==> config.mk <==
export PLATFORM = sky130hd
export DESIGN_NAME = aqalu_arbiter
export DESIGN_NICKNAME = d
export VERILOG_FILES = /design/src/rtl/aqalu_arbiter.sv
export SDC_FILE = /design/constraint.sdc
export NUM_CORES = 1
export LEC_CHECK = 0
export CAP_MARGIN = 40
export CORE_ASPECT_RATIO = 1.1
export CORE_MARGIN = 3
export CORE_UTILIZATION = 36
export DETAILED_ROUTE_END_ITERATION = 6
export PLACE_DENSITY_LB_ADDON = 0.15
export SYNTH_ARGS = -nofsm -noshare
export SYNTH_HDL_FRONTEND = slang
export SYNTH_SLANG_ARGS = --single-unit
==> constraint.sdc <==
create_clock -name clock -period 1.7 [get_ports clock]
set_clock_uncertainty 0.15 [all_clocks]
set_input_delay 0.255 -clock clock [delete_from_list [all_inputs] [get_ports clock]]
set_output_delay 0.255 -clock clock [all_outputs]
set_load 0.02 [all_outputs]
==> src/rtl/aqalu_arbiter.sv <==
// aqalu_arbiter: round-robin sharing of one AQALU between NUM_REQ requesters.
// Each requester hands over {A,B,Opcode} on a valid/ready channel. The winner's
// operands drive the AQALU pins, Output is sampled ALU_LAT cycles later, and the
// result goes back on one shared response channel, tagged with the requester id.
// Reserved opcodes (4'b1110, 4'b1111) are answered at once with rsp_err=1.
// Optional build macro AQALU_ARB_STATS_EN adds saturating per-requester grant
// counters (stat_grants) and a reserved-opcode counter (stat_errs).
module aqalu_arbiter #(
   parameter int NUM_REQ = 2,
   parameter int ALU_LAT = 1,
   parameter int ID_W    = 1
) (
   input  logic                   clock,
   input  logic                   reset,
   input  logic [NUM_REQ-1:0]     req_valid,
   output logic [NUM_REQ-1:0]     req_ready,
   input  logic [2*NUM_REQ-1:0]   req_a,
   input  logic [2*NUM_REQ-1:0]   req_b,
   input  logic [4*NUM_REQ-1:0]   req_op,
   output logic [1:0]             alu_a,
   output logic [1:0]             alu_b,
   output logic [3:0]             alu_opcode,
   input  logic [7:0]             alu_result,
   output logic                   rsp_valid,
   input  logic                   rsp_ready,
   output logic [ID_W-1:0]        rsp_id,
   output logic [7:0]             rsp_data,
   output logic                   rsp_err
`ifdef AQALU_ARB_STATS_EN
   ,
   output logic [16*NUM_REQ-1:0]  stat_grants,
   output logic [15:0]            stat_errs
`endif
);

   localparam int PTR_W = (NUM_REQ > 1) ? $clog2(NUM_REQ) : 1;
   localparam int CNT_W = (ALU_LAT > 0) ? $clog2(ALU_LAT + 1) : 1;

   if (ALU_LAT < 1) begin : g_bad_lat
      $error("aqalu_arbiter: ALU_LAT must be at least 1");
   end
   if (NUM_REQ < 2 || NUM_REQ > 8) begin : g_bad_num
      $error("aqalu_arbiter: NUM_REQ must be in 2..8");
   end
   if (ID_W < PTR_W) begin : g_bad_id
      $error("aqalu_arbiter: ID_W too narrow for NUM_REQ");
   end

   typedef enum logic [1:0] {
      IDLE = 2'd0,
      EXEC = 2'd1,
      RESP = 2'd2
   } state_t;

   state_t           state;
   logic [PTR_W-1:0] rr_ptr;
   logic [CNT_W-1:0] lat_cnt;

   logic             win_found;
   logic [PTR_W-1:0] win_idx;
   logic [PTR_W-1:0] next_ptr;
   logic [PTR_W-1:0] cand;
   int               idx;

   logic [1:0]       cmd_a  [NUM_REQ];
   logic [1:0]       cmd_b  [NUM_REQ];
   logic [3:0]       cmd_op [NUM_REQ];
   logic [1:0]       sel_a;
   logic [1:0]       sel_b;
   logic [3:0]       sel_op;
   logic             sel_rsvd;

   // Unpack the flat per-requester command buses into indexable arrays.
   for (genvar g = 0; g < NUM_REQ; g++) begin : g_unpack
      assign cmd_a[g]  = req_a[2*g +: 2];
      assign cmd_b[g]  = req_b[2*g +: 2];
      assign cmd_op[g] = req_op[4*g +: 4];
   end

   // Round-robin search: first valid requester at or after rr_ptr, wrapping.
   always_comb begin
      win_found = 1'b0;
      win_idx   = '0;
      idx       = 0;
      cand      = '0;
      for (int k = 0; k < NUM_REQ; k++) begin
         idx = int'(rr_ptr) + k;
         if (idx >= NUM_REQ) begin
            idx = idx - NUM_REQ;
         end
         cand = PTR_W'(idx);
         if (!win_found && req_valid[cand]) begin
            win_found = 1'b1;
            win_idx   = cand;
         end
      end
   end

   // Winner's command, its reserved-opcode flag and the pointer after it.
   always_comb begin
      sel_a    = cmd_a[win_idx];
      sel_b    = cmd_b[win_idx];
      sel_op   = cmd_op[win_idx];
      sel_rsvd = (sel_op[3:1] == 3'b111);
      next_ptr = (win_idx == PTR_W'(NUM_REQ - 1)) ? '0 : win_idx + PTR_W'(1);
   end

   // Grant is combinational in IDLE; held off while reset is asserted.
   always_comb begin
      req_ready = '0;
      if (reset && state == IDLE && win_found) begin
         req_ready[win_idx] = 1'b1;
      end
   end

   // Control FSM with registered ALU pins and response outputs.
   always_ff @(posedge clock or negedge reset) begin
      if (!reset) begin
         state      <= IDLE;
         rr_ptr     <= '0;
         lat_cnt    <= '0;
         alu_a      <= '0;
         alu_b      <= '0;
         alu_opcode <= '0;
         rsp_valid  <= 1'b0;
         rsp_id     <= '0;
         rsp_data   <= '0;
         rsp_err    <= 1'b0;
      end else begin
         case (state)
            IDLE: begin
               if (win_found) begin
                  rsp_id <= ID_W'(win_idx);
                  rr_ptr <= next_ptr;
                  if (sel_rsvd) begin
                     // No ALU op: answer immediately and leave the ALU pins alone.
                     rsp_err   <= 1'b1;
                     rsp_data  <= '0;
                     rsp_valid <= 1'b1;
                     state     <= RESP;
                  end else begin
                     alu_a      <= sel_a;
                     alu_b      <= sel_b;
                     alu_opcode <= sel_op;
                     lat_cnt    <= CNT_W'(ALU_LAT);
                     state      <= EXEC;
                  end
               end
            end
            EXEC: begin
               if (lat_cnt == CNT_W'(1)) begin
                  rsp_data  <= alu_result;
                  rsp_err   <= 1'b0;
                  rsp_valid <= 1'b1;
                  lat_cnt   <= '0;
                  state     <= RESP;
               end else begin
                  lat_cnt <= lat_cnt - CNT_W'(1);
               end
            end
            RESP: begin
               if (rsp_ready) begin
                  rsp_valid <= 1'b0;
                  state     <= IDLE;
               end
            end
            default: begin
               state <= IDLE;
            end
         endcase
      end
   end

`ifdef AQALU_ARB_STATS_EN
   logic [15:0] grant_cnt [NUM_REQ];
   logic [15:0] err_cnt;

   function automatic logic [15:0] sat_inc(input logic [15:0] v);
      return (v == 16'hFFFF) ? v : v + 16'd1;
   endfunction

   // Saturating grant/error counters, bumped on every grant handshake.
   always_ff @(posedge clock or negedge reset) begin
      if (!reset) begin
         grant_cnt <= '{default: '0};
         err_cnt   <= '0;
      end else if (state == IDLE && win_found) begin
         grant_cnt[win_idx] <= sat_inc(grant_cnt[win_idx]);
         if (sel_rsvd) begin
            err_cnt <= sat_inc(err_cnt);
         end
      end
   end

   for (genvar g = 0; g < NUM_REQ; g++) begin : g_stat
      assign stat_grants[16*g +: 16] = grant_cnt[g];
   end
   assign stat_errs = err_cnt;
`endif

endmodule

==> After elaboration in Yosys (flattened, before gate mapping) <==
Index checks and enable logic that the tools add are counted.
{ "word_totals": {"regBits": 23, "ramBits": 0, "elab_cells": 89, "rom_bits": 0, "output_inout_bits": 21, "latchBits": 0, "n_memories": 0} }
{ "classes": {"n_lt_le_gt_ge": 7, "shifts": 0, "reduce_logical": 14, "bitwise_logic": 2, "n_eq_ne": 8, "div": 0, "n_mux": 43, "n_addsub": 5, "n_mul": 0} }
{ "ops": {"columns": ["op", "n"], "rows": [
  ["8-bit 2-to-1 mux", 3],
  ["2-bit 2-to-1 mux", 11],
  ["1-bit 2-to-1 mux", 20],
  ["8-bit one-hot mux with 2 select lines", 1],
  ["4-bit 2-to-1 mux", 3],
  ["2-bit inequality test, second input constant", 5],
  ["3-bit AND reduction", 3],
  ["1-bit by 2-bit < comparator with 1-bit output, second input constant", 3],
  ["2-bit one-hot mux with 3 select lines", 1],
  ["5-bit AND reduction", 1],
  ["2-bit greater-or-equal comparator, second input constant", 2],
  ["1-bit logical AND", 4],
  ["1-bit one-hot mux with 2 select lines", 2],
  ["4-bit AND reduction", 1],
  ["3-bit equality test, second input constant", 1],
  ["1-bit one-hot mux with 3 select lines", 1],
  ["3-bit nonzero test", 1],
  ["1-bit subtractor, second input constant", 3],
  ["1-bit by 1-bit adder with 2-bit output, second input constant", 1],
  ["2-bit by 1-bit equality test with 1-bit output, second input constant", 1],
  ["2-bit equality test, second input constant", 1],
  ["1-bit by 2-bit greater-or-equal comparator with 1-bit output, second input constant", 1],
  ["2-bit logical NOT", 1],
  ["1-bit inverter with 2-bit output", 1],
  ["other kinds (7)", 7]
]} }

==> Depth between registers and ports, before layout <==
Gate-level depths: netlist (run 1).
{ "depth": {"word_depth": 16, "mapped_depth": 5, "depth_no_buf": 4} }

==> Worst setup path before layout (run 1) <==
Ideal clock, no wire load.
{ "synth_timing": {"kind": "flip-flop to flip-flop", "startpoint": "register rr_ptr", "endpoint": "register alu_a[0]", "setup_ns": 0.125, "setup_slack_ns": 0.002, "t_arrival_ns": 1.423, "stages_incl_launch_ff": 6, "synth_period_minus_slack_ns": 1.698, "cell_sequence": "dfrtp_1 > nand2b_4 > buf_6 > nand2_1 > mux2_2 > mux2_2"} }
{ "synth_between": {"elab_chain_cells": 15, "word_cells_on_any_way": 27, "cone_classes": "3 x add/sub; 2 x order compare; 1 x eq/ne; 16 x mux; 2 x bitwise; 3 x reduce/logical"} }
{ "synth_lines": {"columns": ["element", "line", "text"], "rows": [
  ["start, declared", "56", "logic [PTR_W-1:0] rr_ptr;"],
  ["start signal, assigned", "134", "rr_ptr <= next_ptr;"],
  ["1-bit by 2-bit greater-or-equal comparator with 1-bit output / 1-bit subtractor (equally long branches)", "88, 89", null],
  ["1-bit 2-to-1 mux", "88", "if (idx >= NUM_REQ) begin"],
  ["1-bit 2-to-1 mux (implied by the code) (2 in series)", "92", "if (!win_found && req_valid[cand]) begin"],
  ["1-bit 2-to-1 mux", "92", null],
  ["1-bit logical NOT", "92", null],
  ["1-bit logical AND", "92", null],
  ["1-bit 2-to-1 mux", "92", null],
  ["1-bit inverter with 2-bit output (implied by the code)", "101, 103", null],
  ["4-bit 2-to-1 mux (implied by the code) (3 in series)", "103", "sel_op = cmd_op[win_idx];"],
  ["3-bit equality test", "104", "sel_rsvd = (sel_op[3:1] == 3'b111);"],
  ["1-bit inverter (no source line)", null, null],
  ["3-bit AND reduction (no source line)", null, null],
  ["end signal, assigned", "142", "alu_a <= sel_a;"],
  ["end, declared", "20", "output logic [1:0] alu_a,"]
]} }
Several ways; a longest one is shown, not always the timed one. The select of a mux whose other input is x is not followed.
A chain may end at the register's enable or synchronous reset.

==> Worst setup path in the final report (run 1) <==
{ "layout_timing": {"startpoint": "register rr_ptr", "endpoint": "register rsp_data[6]"} }
{ "layout_between": {"elab_chain_cells": 15, "word_cells_on_any_way": 25, "cone_classes": "3 x add/sub; 2 x order compare; 3 x eq/ne; 13 x mux; 1 x bitwise; 3 x reduce/logical"} }
{ "layout_lines": {"columns": ["element", "line", "text"], "rows": [
  ["1-bit by 2-bit greater-or-equal comparator with 1-bit output / 1-bit subtractor (equally long branches)", "88, 89", null],
  ["1-bit 2-to-1 mux", "88", null],
  ["1-bit 2-to-1 mux (implied by the code) (2 in series)", "92", null],
  ["1-bit 2-to-1 mux", "92", null],
  ["1-bit logical NOT", "92", null],
  ["1-bit logical AND", "92", null],
  ["1-bit 2-to-1 mux", "92", null],
  ["1-bit inverter with 2-bit output (implied by the code)", "103", null],
  ["4-bit 2-to-1 mux (implied by the code) (3 in series)", "103", null],
  ["3-bit equality test", "104", null],
  ["2-bit inequality test (no source line)", null, null],
  ["4-bit AND reduction (no source line) (*)", null, null],
  ["end signal, assigned", "152", "rsp_data <= alu_result;"],
  ["end, declared", "27", "output logic [7:0] rsp_data,"]
]} }
Mark *: on every way between the ends. The rest lies on a longest branch, timed or not. The select of a mux whose other input is x is not followed.

==> metrics.csv, run 1 <==
stage;metric;value;unit
outcome;status;finished, violations left;
outcome;failing checks;negative setup slack;
drt;Vias/cell;5.03;
timing;count of final setup violators;3;
cts;Num CTS Buffers;3;
timing;Final Cycle Share;1.01;
cts;Clock Latency Late Sink;0.30;ns
worst_setup_path;Critical Path RT;1.76;ns
logic_synthesis;Post-synth EDFFs;0;
logic_synthesis;post-synthesis sequential area ratio;0.527;
grt;number of global-route vias before repair;1046;
pwr;Leakage;0.901;nW
cts;clk root buf;clkbuf_4;
logic_synthesis;Post-synth ARST share;1.00;
worst_setup_path;worst stage delay on the critical path;0.40;ns
worst_setup_path;R2R Path Start;rr_ptr;
grt;initial antenna violation count;0;
worst_hold_path;hold endpoint;rr_ptr;
drt;Residual DRC;0;
logic_synthesis;Yosys reg bits;23;
logic_synthesis;Net Count, Synth;133;
die;Die Y;63.8;microns
worst_setup_path;FF-to-FF path depth;5;
die;# IOs;50;
placement;RD Place Congestion;0.795;
final_layout;Final nets;204;
logic_synthesis;Cells after Synth;104;
flow_run;maxcap violations;0;
drt;DR WL/cell;13.7;microns
timing;Final WS setup;-0.0150;ns
drt;drt first pass iters;3;
worst_setup_path;R2R setup slack;-0.01;ns
die;Initial Utilization;0.386;
timing;measured slew at the worst slew-check pin;0.315;ns
logic_synthesis;Primary FF master, synth;dfrtp_1;
drt;final antenna-violating net count;0;
placement;IO Port Bufs;49;
timing;Final Slew Violations;0;
placement;post-DP HPWL;2.11;mm
final_layout;P&R area growth vs syn;68.4;%
cts;CTS Buffer Depth;2;
worst_setup_path;Crit Path Category;reg -> reg;
pwr;pwr/cell area;1500;mW/mm^2
worst_setup_path;crit path max fanout;6;
logic_synthesis;Yosys Warn Count;0;
timing;final hold viol count;0;
logic_synthesis;Avg Cell Area, Syn;10.5;sq um
timing;fmax;583;MHz
final_layout;Fillers;245;
final_layout;Ant. Diodes;0;
worst_hold_path;Worst Hold Depth;3;
die;Rows;20;
worst_setup_path;RR Endpoint;rsp_data[6];
timing;slew margin rel.;0.790;
die;die width;58.5;microns
worst_setup_path;Slowest-stage cell, CP;dfrtp_1;
die;core area;0.00283;sq mm
timing;setup TNS;-0.0340;ns
placement;dpl cell area;0.00171;sq mm
pwr;VDD IR max;0.864;mV
final_layout;finished layout cell area;0.00184;sq mm
worst_setup_path;worst path cell trace;nand2b_4 -> a21o_4 -> a2111oi_4 -> buf_4 -> o21ai_0;
cts;Worst-path clk slew;0.13;ns
timing;hold_ws;0.198;ns
logic_synthesis;synthesized cell area;0.00109;sq mm
worst_setup_path;Worst Setup End Kind;flip-flop;
worst_hold_path;hold path startpoint;req_valid[1];
worst_hold_path;Hold/Removal Path Class;in -> reg;
final_layout;layout cells sized above 1;0.299;
worst_setup_path;WP data arrival;1.77;ns
timing;RSZ-0062 raised after global routing;yes;
cts;clock sink count;23;
grt;largest net degree at the start of global routing;24;
drt;Post-Route WL;2.84;mm
grt;GRT Total Usage;0.159;
drt;via count;1042;
cts;htree depth;1;
grt;GRT overflow;0;
drt;First DRT Iteration DRCs;19;
grt;first-pass GRT wire length;4.59;mm
cts;CTS Hold Buffers Added;0;
worst_setup_path;crit start category;flip-flop;
logic_synthesis;synth unique cells;25;
die;die area;0.00373;sq mm
timing;Tmin final;1.71;ns
cts;CTS tree;yes;
[cell type report]
| class | instances | area, sq um | area share |
|---|---|---|---|
| repair buffers | 69 | 652 | 0.354 |
| well taps | 33 | 41.3 | 0.0224 |
| multi-input cells | 75 | 532 | 0.289 |
| clock buffers | 3 | 22.5 | 0.0122 |
| flip-flops and latches | 23 | 576 | 0.313 |
| inverters | 3 | 11.3 | 0.00612 |
| clock inverters | 1 | 5.00 | 0.00272 |
[critical path: cells and delay by family, from the launching register on]
family                 cells  cell delay, ns
AO/OA/AOI/OAI              3            0.69
buffers and inverters      1            0.21
AND/OR/NAND/NOR            1            0.17
flip-flops                 1            0.40
[power by group]
group	switching (W)	total [W]	internal, W	leakage, nW
clock network	0.000165	0.000252	0.0000878	0.0177
logic	0.000812	0.00158	0.000764	0.608
registers	0.000136	0.000940	0.000804	0.276
[cells by family after synthesis]
group | synth area share
buf+inv | 0.0286
mux | 0.103
flops | 0.527
simple gates | 0.203
compound gates | 0.139
[state kept, by name (all words and copies together) (netlist names), 2 cells and up]
signal / flops
rsp_data: 8
alu_opcode: 4
alu_a: 2
alu_b: 2
state: 2
[layout by cell type, fill, tap and decap left out, drive strengths merged]
cell type	instances
a2111oi	1
a21o	2
a21oi	2
a31oi	1
a32oi	3
and2	1
and3	1
buf	22
clkbuf	3
clkdlybuf4s50	27
clkinv	1
dfrtp	23
dlygate4sd2	12
dlymetal6s2s	8
inv	3
mux2	10
nand2	24
nand2b	2
nand3	6
nor2	4
nor2b	2
nor3	1
nor3b	1
o21ai	11
o32a	1
or3	2
[metal layers]
metal / track usage / vias to the layer above / wire length, microns
met2: 0.278 / 34 / 1430
met5: 0 / - / 0
met4: 0.0551 / 0 / 36
met1: 0.187 / 499 / 1220
li1: - / 505 / -
met3: 0.0343 / 4 / 151
[cell usage after synthesis, types with 2 or more instances]
library cell	count	area, sq um
inv_1	3	11.3
dfrtp_1	23	576
a21oi_1	2	10.0
a32oi_1	3	26.3
mux2_2	10	113
nor2b_1	2	12.5
o21ai_0	11	55.1
nand2_1	24	90.1
nand3_1	5	25.0
or3_1	2	12.5
a21o_1	2	15.0
nor2_1	4	15.0
[worst max-delay path by stage]
stage | from | depth (start not counted) | end | slack (ns)
final | rr_ptr | 5 | rsp_data[6] | -0.01
after CTS | req_valid[1] | 6 | req_ready[0] | -0.03
after global placement | req_valid[0] | 6 | req_ready[0] | -0.43
after global routing | rr_ptr | 5 | rsp_valid | -0.06
after floorplan | rr_ptr | 5 | alu_a[0] | 0.002
after detailed placement | req_valid[0] | 6 | req_ready[0] | -0.48
[through the flow]
stage / cells / util / setup WS (ns) / power [W]
CTS: 203 / 0.613 / -0.0347 / 0.00270
floorplan: 104 / - / 0.00192 / 0.00177
global route: 207 / 0.650 / -0.0626 / 0.00297
detailed placement: 197 / 0.604 / -0.484 / 0.00253
global placement: 197 / 0.604 / -0.435 / 0.00249
finish: 207 / 0.650 / -0.0150 / 0.00277
[timing repair]
item	CTS	global route
gates resized for setup	22	31
pin swaps	0	10
setup buffers	2	3
setup endpoints to repair	19	26
gates cloned	0	1
Power figures use the tool's default switching activity.
==> run 2, diff against run 1 <==
==> constraint.sdc (replaced) <==
create_clock -name clock -period 1.7 [get_ports clock]
set_clock_uncertainty 0.15 [all_clocks]
set_input_delay 0.425 -clock clock [delete_from_list [all_inputs] [get_ports clock]]
set_output_delay 0.425 -clock clock [all_outputs]
set_load 0.02 [all_outputs]
==> run 2 against run 1 <==
Compared with the run above: the run still ends with negative setup slack left; non-clock buffer count is 3 higher; flip-flop and latch count unchanged; final cell count is 1.4% higher; fmax down 8.5%; combinational power grew 10%; worst hold slack gained 0.14 ns; register-to-register slack worse by 0.08 ns; global-route usage increased by 0.88 points; first-iteration DRC count grew 47%; worst setup slack got worse by 0.16 ns; die area is the same; critical endpoint is now req_ready[0]; largest cell class unchanged.
==> metrics.csv, run 2 (synthesized netlist as in run 1, its figures left out) <==
stage;metric;value;unit;change
drt;Post-Route WL;3.01;mm;was 2.84 mm
flow_run;maxcap violations;0;;unchanged
grt;met3 Track Usage GR;0.0263;;was 0.0343
final_layout;Ant. Diodes;0;;unchanged
pwr;Leakage;0.891;nW;was 0.901 nW
timing;setup TNS;-1.36;ns;was -0.0340 ns
final_layout;most frequent cells in the layout;23 x dfrtp_1, 23 x clkdlybuf4s50_1, 22 x nand2_1, 22 x dlygate4sd2_1, 16 x buf_4;;was 27 x clkdlybuf4s50_1, 23 x nand2_1, 23 x dfrtp_1, 19 x buf_4, 12 x dlygate4sd2_1
grt;gr busiest metal;met2;;unchanged
final_layout;P&R area growth vs syn;76.2;%;was 68.4%
die;Die Y;63.8;microns;unchanged
worst_setup_path;WP data arrival;1.30;ns;was 1.77 ns
grt;largest net degree at the start of global routing;24;;unchanged
cts;Worst-path clk slew;0.12;ns;was 0.13 ns
drt;final antenna-violating net count;0;;unchanged
timing;Final Slew Violations;0;;unchanged
outcome;failing checks;negative setup slack;;unchanged
timing;count of final setup violators;20;;was 3
grt;M2 GR Usage;0.261;;was 0.278
worst_setup_path;crit start category;flip-flop;;unchanged
pwr;NetSw;0.00119;W;was 0.00111 W
final_layout;top flop regs;rsp_data: 8 flops, alu_opcode: 4 flops;;unchanged
outcome;status;finished, violations left;;unchanged
die;Rows;20;;unchanged
cts;Clock Latency Late Sink;0.30;ns;about the same
die;# IOs;50;;unchanged
final_layout;Reg with most FFs;rsp_data;;unchanged
timing;slew margin rel.;0.789;;was 0.790
timing;RSZ-0062 raised after global routing;yes;;unchanged
pwr;pwr/cell area;1520;mW/mm^2;was 1500 mW/mm^2
timing;fmax;533;MHz;was 583 MHz
die;core area;0.00283;sq mm;unchanged
worst_setup_path;Worst Setup End Kind;output pin;;was flip-flop
worst_setup_path;Crit Path Category;reg -> out;;was reg -> reg
worst_setup_path;crit path max fanout;2;;was 6
die;die area;0.00373;sq mm;unchanged
pwr;Pwr Total;0.00293;W;was 0.00277 W
grt;initial antenna violation count;0;;unchanged
placement;post-DP HPWL;2.08;mm;was 2.11 mm
drt;DR WL/cell;14.3;microns;was 13.7 microns
grt;GRT overflow;0;;unchanged
placement;IO Port Bufs;49;;unchanged
cts;CTS tree;yes;;unchanged
pwr;sequential share of power;0.324;;was 0.339
pwr;power share of the combinational group;0.593;;was 0.569
drt;via count;1058;;was 1042
timing;measured slew at the worst slew-check pin;0.317;ns;was 0.315 ns
die;die width;58.5;microns;unchanged
cts;clk root buf;clkbuf_4;;unchanged
grt;number of global-route vias before repair;1064;;was 1046
cts;CTS Buffer Depth;2;;unchanged
grt;first-pass GRT wire length;4.91;mm;was 4.59 mm
drt;First DRT Iteration DRCs;28;;was 19
worst_hold_path;Hold/Removal Path Class;reg -> reg;;was in -> reg
pwr;clock power share;0.084;;was 0.091
drt;Residual DRC;0;;unchanged
final_layout;max FFs per register;8;;unchanged
pwr;P_int;0.00174;W;was 0.00166 W
die;Initial Utilization;0.386;;unchanged
final_layout;Final nets;207;;was 204
drt;Vias/cell;5.04;;was 5.03
worst_setup_path;Critical Path RT;1.12;ns;was 1.76 ns
drt;drt first pass iters;3;;unchanged
worst_setup_path;R2R setup slack;-0.09;ns;was -0.01 ns
timing;Final WS setup;-0.175;ns;was -0.0150 ns
final_layout;layout cells sized above 1;0.339;;was 0.299
cts;clock sink count;23;;unchanged
pwr;switching power share of the total;0.405;;was 0.402
placement;RD Place Congestion;0.804;;was 0.795
grt;met1 GRT Util;0.231;;was 0.187
cts;Num CTS Buffers;3;;unchanged
cts;htree depth;1;;unchanged
timing;Tmin final;1.88;ns;was 1.71 ns
grt;GRT Total Usage;0.168;;was 0.159
timing;hold_ws;0.334;ns;was 0.198 ns
timing;final hold viol count;0;;unchanged
timing;Final Cycle Share;1.10;;was 1.01
pwr;VDD IR max;0.986;mV;was 0.864 mV
cts;CTS Hold Buffers Added;0;;unchanged
run 2: cell count changes in the layout (fill, tap and decap cells not counted), sizes merged:
cell and change:
buf +4, clkbuf +1, dlymetal6s2s -8, dlygate4sd2 +10, clkinv -1, clkdlybuf4s15 +1
clkdlybuf4s50 -4
run 2: final cells by class:
| type | count | area [sq um] |
|---|---|---|
| multi-input combinational | 75 | 602 |
| sequential | 23 | 576 |
| clock buffer | 4 | 26.3 |
| timing repair buffer | 72 | 668 |
| tap | 33 | 41.3 |
| inverter | 3 | 11.3 |
| fill | 240 | 903 |
run 2: power groups by stage:
stage,clock (W),combinational (W),sequential (W)
after global placement,0,0.00156,0.000952
after CTS,0.000251,0.00164,0.000947
after floorplan,0,0.000554,0.00124
final,0.000245,0.00174,0.000948
after detailed placement,0,0.00160,0.000956
after global routing,0.000276,0.00185,0.000981
run 2: final timing paths:
kind | cells after the start | to | from
min in group asynchronous | 2 | rr_ptr | reset
hold reg to reg | 1 | rsp_err | rsp_err
setup reg to reg | 6 | rsp_valid | rr_ptr
max in group asynchronous | 2 | rsp_data[1] | reset
setup / recovery | 4 | req_ready[0] | state[1]
hold / removal | 1 | rsp_err | rsp_err
run 2: worst max-delay path, cell delays in order (launching register included):
cell	delay, ns
dfrtp_1	0.43
nor3_4	0.19
nand2_2	0.12
a21oi_4	0.13
buf_6	0.13
run 2: metal layers:
layer / share of wire / routed length, microns / vias to the layer above
li1: - / - / 512
met1: 0.44 / 1310 / 509
met2: 0.49 / 1480 / 33
met3: 0.059 / 179 / 4
met4: 0.013 / 39 / 0
met5: 0 / 0 / -
run 2: metrics by stage:
stage	utilization	instances	worst slack (ns)	area, sq um
3_3_place_gp	0.617	198	-0.908	1750
5_1_grt	0.681	210	-0.250	1920
4_1_cts	0.663	207	-0.190	1870
3_5_place_dp	0.617	198	-0.965	1750
2_1_floorplan	-	104	-0.0533	1140
6_report	0.681	210	-0.175	1920
run 2: repair_timing:
item,CTS,global route
cloned,1,0
pin swaps,16,4
setup endpoints to repair,42,21
buffers inserted,4,3
gates resized for setup,67,10
==> run 3, diff against run 2 <==
Settings changed: CELL_PAD_IN_SITES_DETAIL_PLACEMENT set to 1, CELL_PAD_IN_SITES_GLOBAL_PLACEMENT set to 1, CORE_UTILIZATION 36 to 27.
==> run 3 against run 2 <==
Compared with the run above: the run still ends with negative setup slack left; combinational power about the same; final cell count rose by 7.6%; clock power is 38% higher; register-to-register slack is essentially flat; largest power group unchanged; critical path type is now in -> out; cell area increased by 1.6%.
==> metrics.csv, run 3 (synthesized netlist as in run 1, its figures left out) <==
stage;metric;value;unit;change
cts;clock sink count;23;;unchanged
worst_setup_path;RR Endpoint;rsp_valid;;unchanged
drt;final antenna-violating net count;0;;unchanged
grt;number of global-route vias before repair;1194;;was 1064
cts;htree depth;1;;unchanged
grt;initial antenna violation count;0;;unchanged
worst_setup_path;crit start category;input port;;was flip-flop
timing;Tmin final;1.83;ns;was 1.88 ns
outcome;status;finished, violations left;;unchanged
timing;Final Slew Violations;0;;unchanged
cts;Num CTS Buffers;3;;unchanged
final_layout;Layout Cells excl Fill;226;;was 210
worst_setup_path;Critical Path RT;1.12;ns;about the same
cts;clk root buf;clkbuf_8;;was clkbuf_4
worst_setup_path;FF-to-FF path depth;6;;unchanged
pwr;Pwr Total;0.00304;W;was 0.00293 W
timing;Final Cycle Share;1.08;;was 1.10
grt;GRT Total Usage;0.150;;was 0.168
timing;count of final setup violators;11;;was 20
final_layout;P&R area growth vs syn;78.9;%;was 76.2%
outcome;failing checks;negative setup slack;;unchanged
die;Rows;23;;was 20
worst_setup_path;R2R setup slack;-0.09;ns;about the same
worst_setup_path;WP data arrival;1.26;ns;was 1.30 ns
die;Die Y;72.7;microns;was 63.8 microns
drt;drt first pass iters;2;;was 3
timing;slew margin rel.;0.768;;was 0.789
cts;Worst-path clk slew;0.08;ns;was 0.12 ns
worst_hold_path;Hold/Removal Path Class;in -> async;;was reg -> reg
timing;RSZ-0062 raised after global routing;yes;;unchanged
drt;Residual DRC;0;;unchanged
timing;measured slew at the worst slew-check pin;0.348;ns;was 0.317 ns
grt;GRT overflow;0;;unchanged
die;Initial Utilization;0.290;;was 0.386
final_layout;Reg with most FFs;rsp_data;;unchanged
placement;IO Port Bufs;49;;unchanged
timing;final hold viol count;0;;unchanged
placement;RD Place Congestion;0.746;;was 0.804
die;die width;66.6;microns;was 58.5 microns
placement;post-DP HPWL;2.51;mm;was 2.08 mm
final_layout;Ant. Diodes;0;;unchanged
cts;CTS Buffer Depth;2;;unchanged
final_layout;top flop regs;rsp_data: 8 flops, alu_opcode: 4 flops;;unchanged
worst_setup_path;Crit Path Category;in -> out;;was reg -> out
worst_setup_path;Worst Setup End Kind;output pin;;unchanged
drt;DR WL/cell;15.5;microns;was 14.3 microns
final_layout;max FFs per register;8;;unchanged
drt;Post-Route WL;3.50;mm;was 3.01 mm
die;die area;0.00485;sq mm;was 0.00373 sq mm
timing;fmax;545;MHz;was 533 MHz
final_layout;Final nets;206;;was 207
die;# IOs;50;;unchanged
cts;CTS tree;yes;;unchanged
final_layout;layout cells sized above 1;0.341;;was 0.339
pwr;VDD IR max;0.700;mV;was 0.986 mV
worst_setup_path;R2R Path Start;rr_ptr;;unchanged
flow_run;maxcap violations;0;;unchanged
pwr;pwr/cell area;1560;mW/mm^2;was 1520 mW/mm^2
grt;first-pass GRT wire length;5.63;mm;was 4.91 mm
drt;Vias/cell;4.65;;was 5.04
drt;First DRT Iteration DRCs;48;;was 28
timing;Final WS setup;-0.135;ns;was -0.175 ns
final_layout;Fillers;422;;was 240
final_layout;most frequent cells in the layout;26 x dlygate4sd2_1, 23 x dfrtp_1, 22 x nand2_1, 19 x clkdlybuf4s50_1, 15 x buf_4;;was 23 x dfrtp_1, 23 x clkdlybuf4s50_1, 22 x nand2_1, 22 x dlygate4sd2_1, 16 x buf_4
timing;setup TNS;-0.571;ns;was -1.36 ns
grt;largest net degree at the start of global routing;24;;unchanged
drt;via count;1051;;was 1058
worst_setup_path;crit path max fanout;2;;unchanged
placement;post-placement cell count;213;;was 198
pwr;Leakage;0.904;nW;was 0.891 nW
cts;Clock Latency Late Sink;0.26;ns;was 0.30 ns
die;core area;0.00377;sq mm;was 0.00283 sq mm
final_layout;commonest non-fill, non-tap cell in the layout;dlygate4sd2_1;;
[run 3: metal layers]
layer  part of all wire  vias up  GRT usage
met1               0.39      514      0.181
met3              0.053        0     0.0293
met2               0.56       30      0.278
li1                   -      507          -
met5                  0        -          0
met4                  0        0     0.0203
[run 3: power by group]
group | total (W) | switching (W) | leakage, nW | internal (W)
clock | 0.000337 | 0.000170 | 0.0228 | 0.000167
sequential | 0.000954 | 0.000147 | 0.276 | 0.000807
combinational | 0.00175 | 0.000903 | 0.605 | 0.000847
[run 3: how the worst max path moves through the flow]
| stage | endpoint | cells past startpoint | startpoint |
|---|---|---|---|
| 4_1_cts | req_ready[0] | 4 | state[0] |
| 6_report | req_ready[0] | 6 | req_valid[1] |
| 5_1_grt | req_ready[0] | 4 | state[1] |
| 2_1_floorplan | alu_a[0] | 5 | rr_ptr |
| 3_3_place_gp | req_ready[0] | 6 | req_valid[0] |
| 3_5_place_dp | req_ready[0] | 6 | req_valid[0] |
[run 3: critical path: stages]
cell and delay, ns:
clkdlybuf4s15_2 0.21, nor2_4 0.05, nor3_4 0.20, nand2_2 0.12, a21oi_4 0.13, buf_6 0.13
[run 3: metrics by stage]
step                      utilization  instance area (sq um)  setup slack [ns]  hold WS [ns]
after global routing            0.518                   1950            -0.195         0.185
final                           0.518                   1950            -0.135         0.164
after global placement          0.465                   1750            -0.909         0.311
after floorplan                     -                   1140           -0.0533       -0.0206
after CTS                       0.505                   1910            -0.139         0.168
after detailed placement        0.465                   1750            -0.951         0.319
[run 3: layout make-up]
type | instances | area, sq um | area share
repair buffers | 71 | 648 | 0.332
clock buffers | 4 | 45.0 | 0.0230
well taps | 50 | 62.6 | 0.0320
inverters | 3 | 11.3 | 0.00576
multi-input cells | 75 | 612 | 0.313
flip-flops and latches | 23 | 576 | 0.294
[run 3: repair_timing]
action,in CTS,in global routing
cloned,1,0
hold buffers,0,0
setup buffers,6,3
pin swaps,16,5
gates resized for setup,74,7
endpoints found under the setup margin,42,20
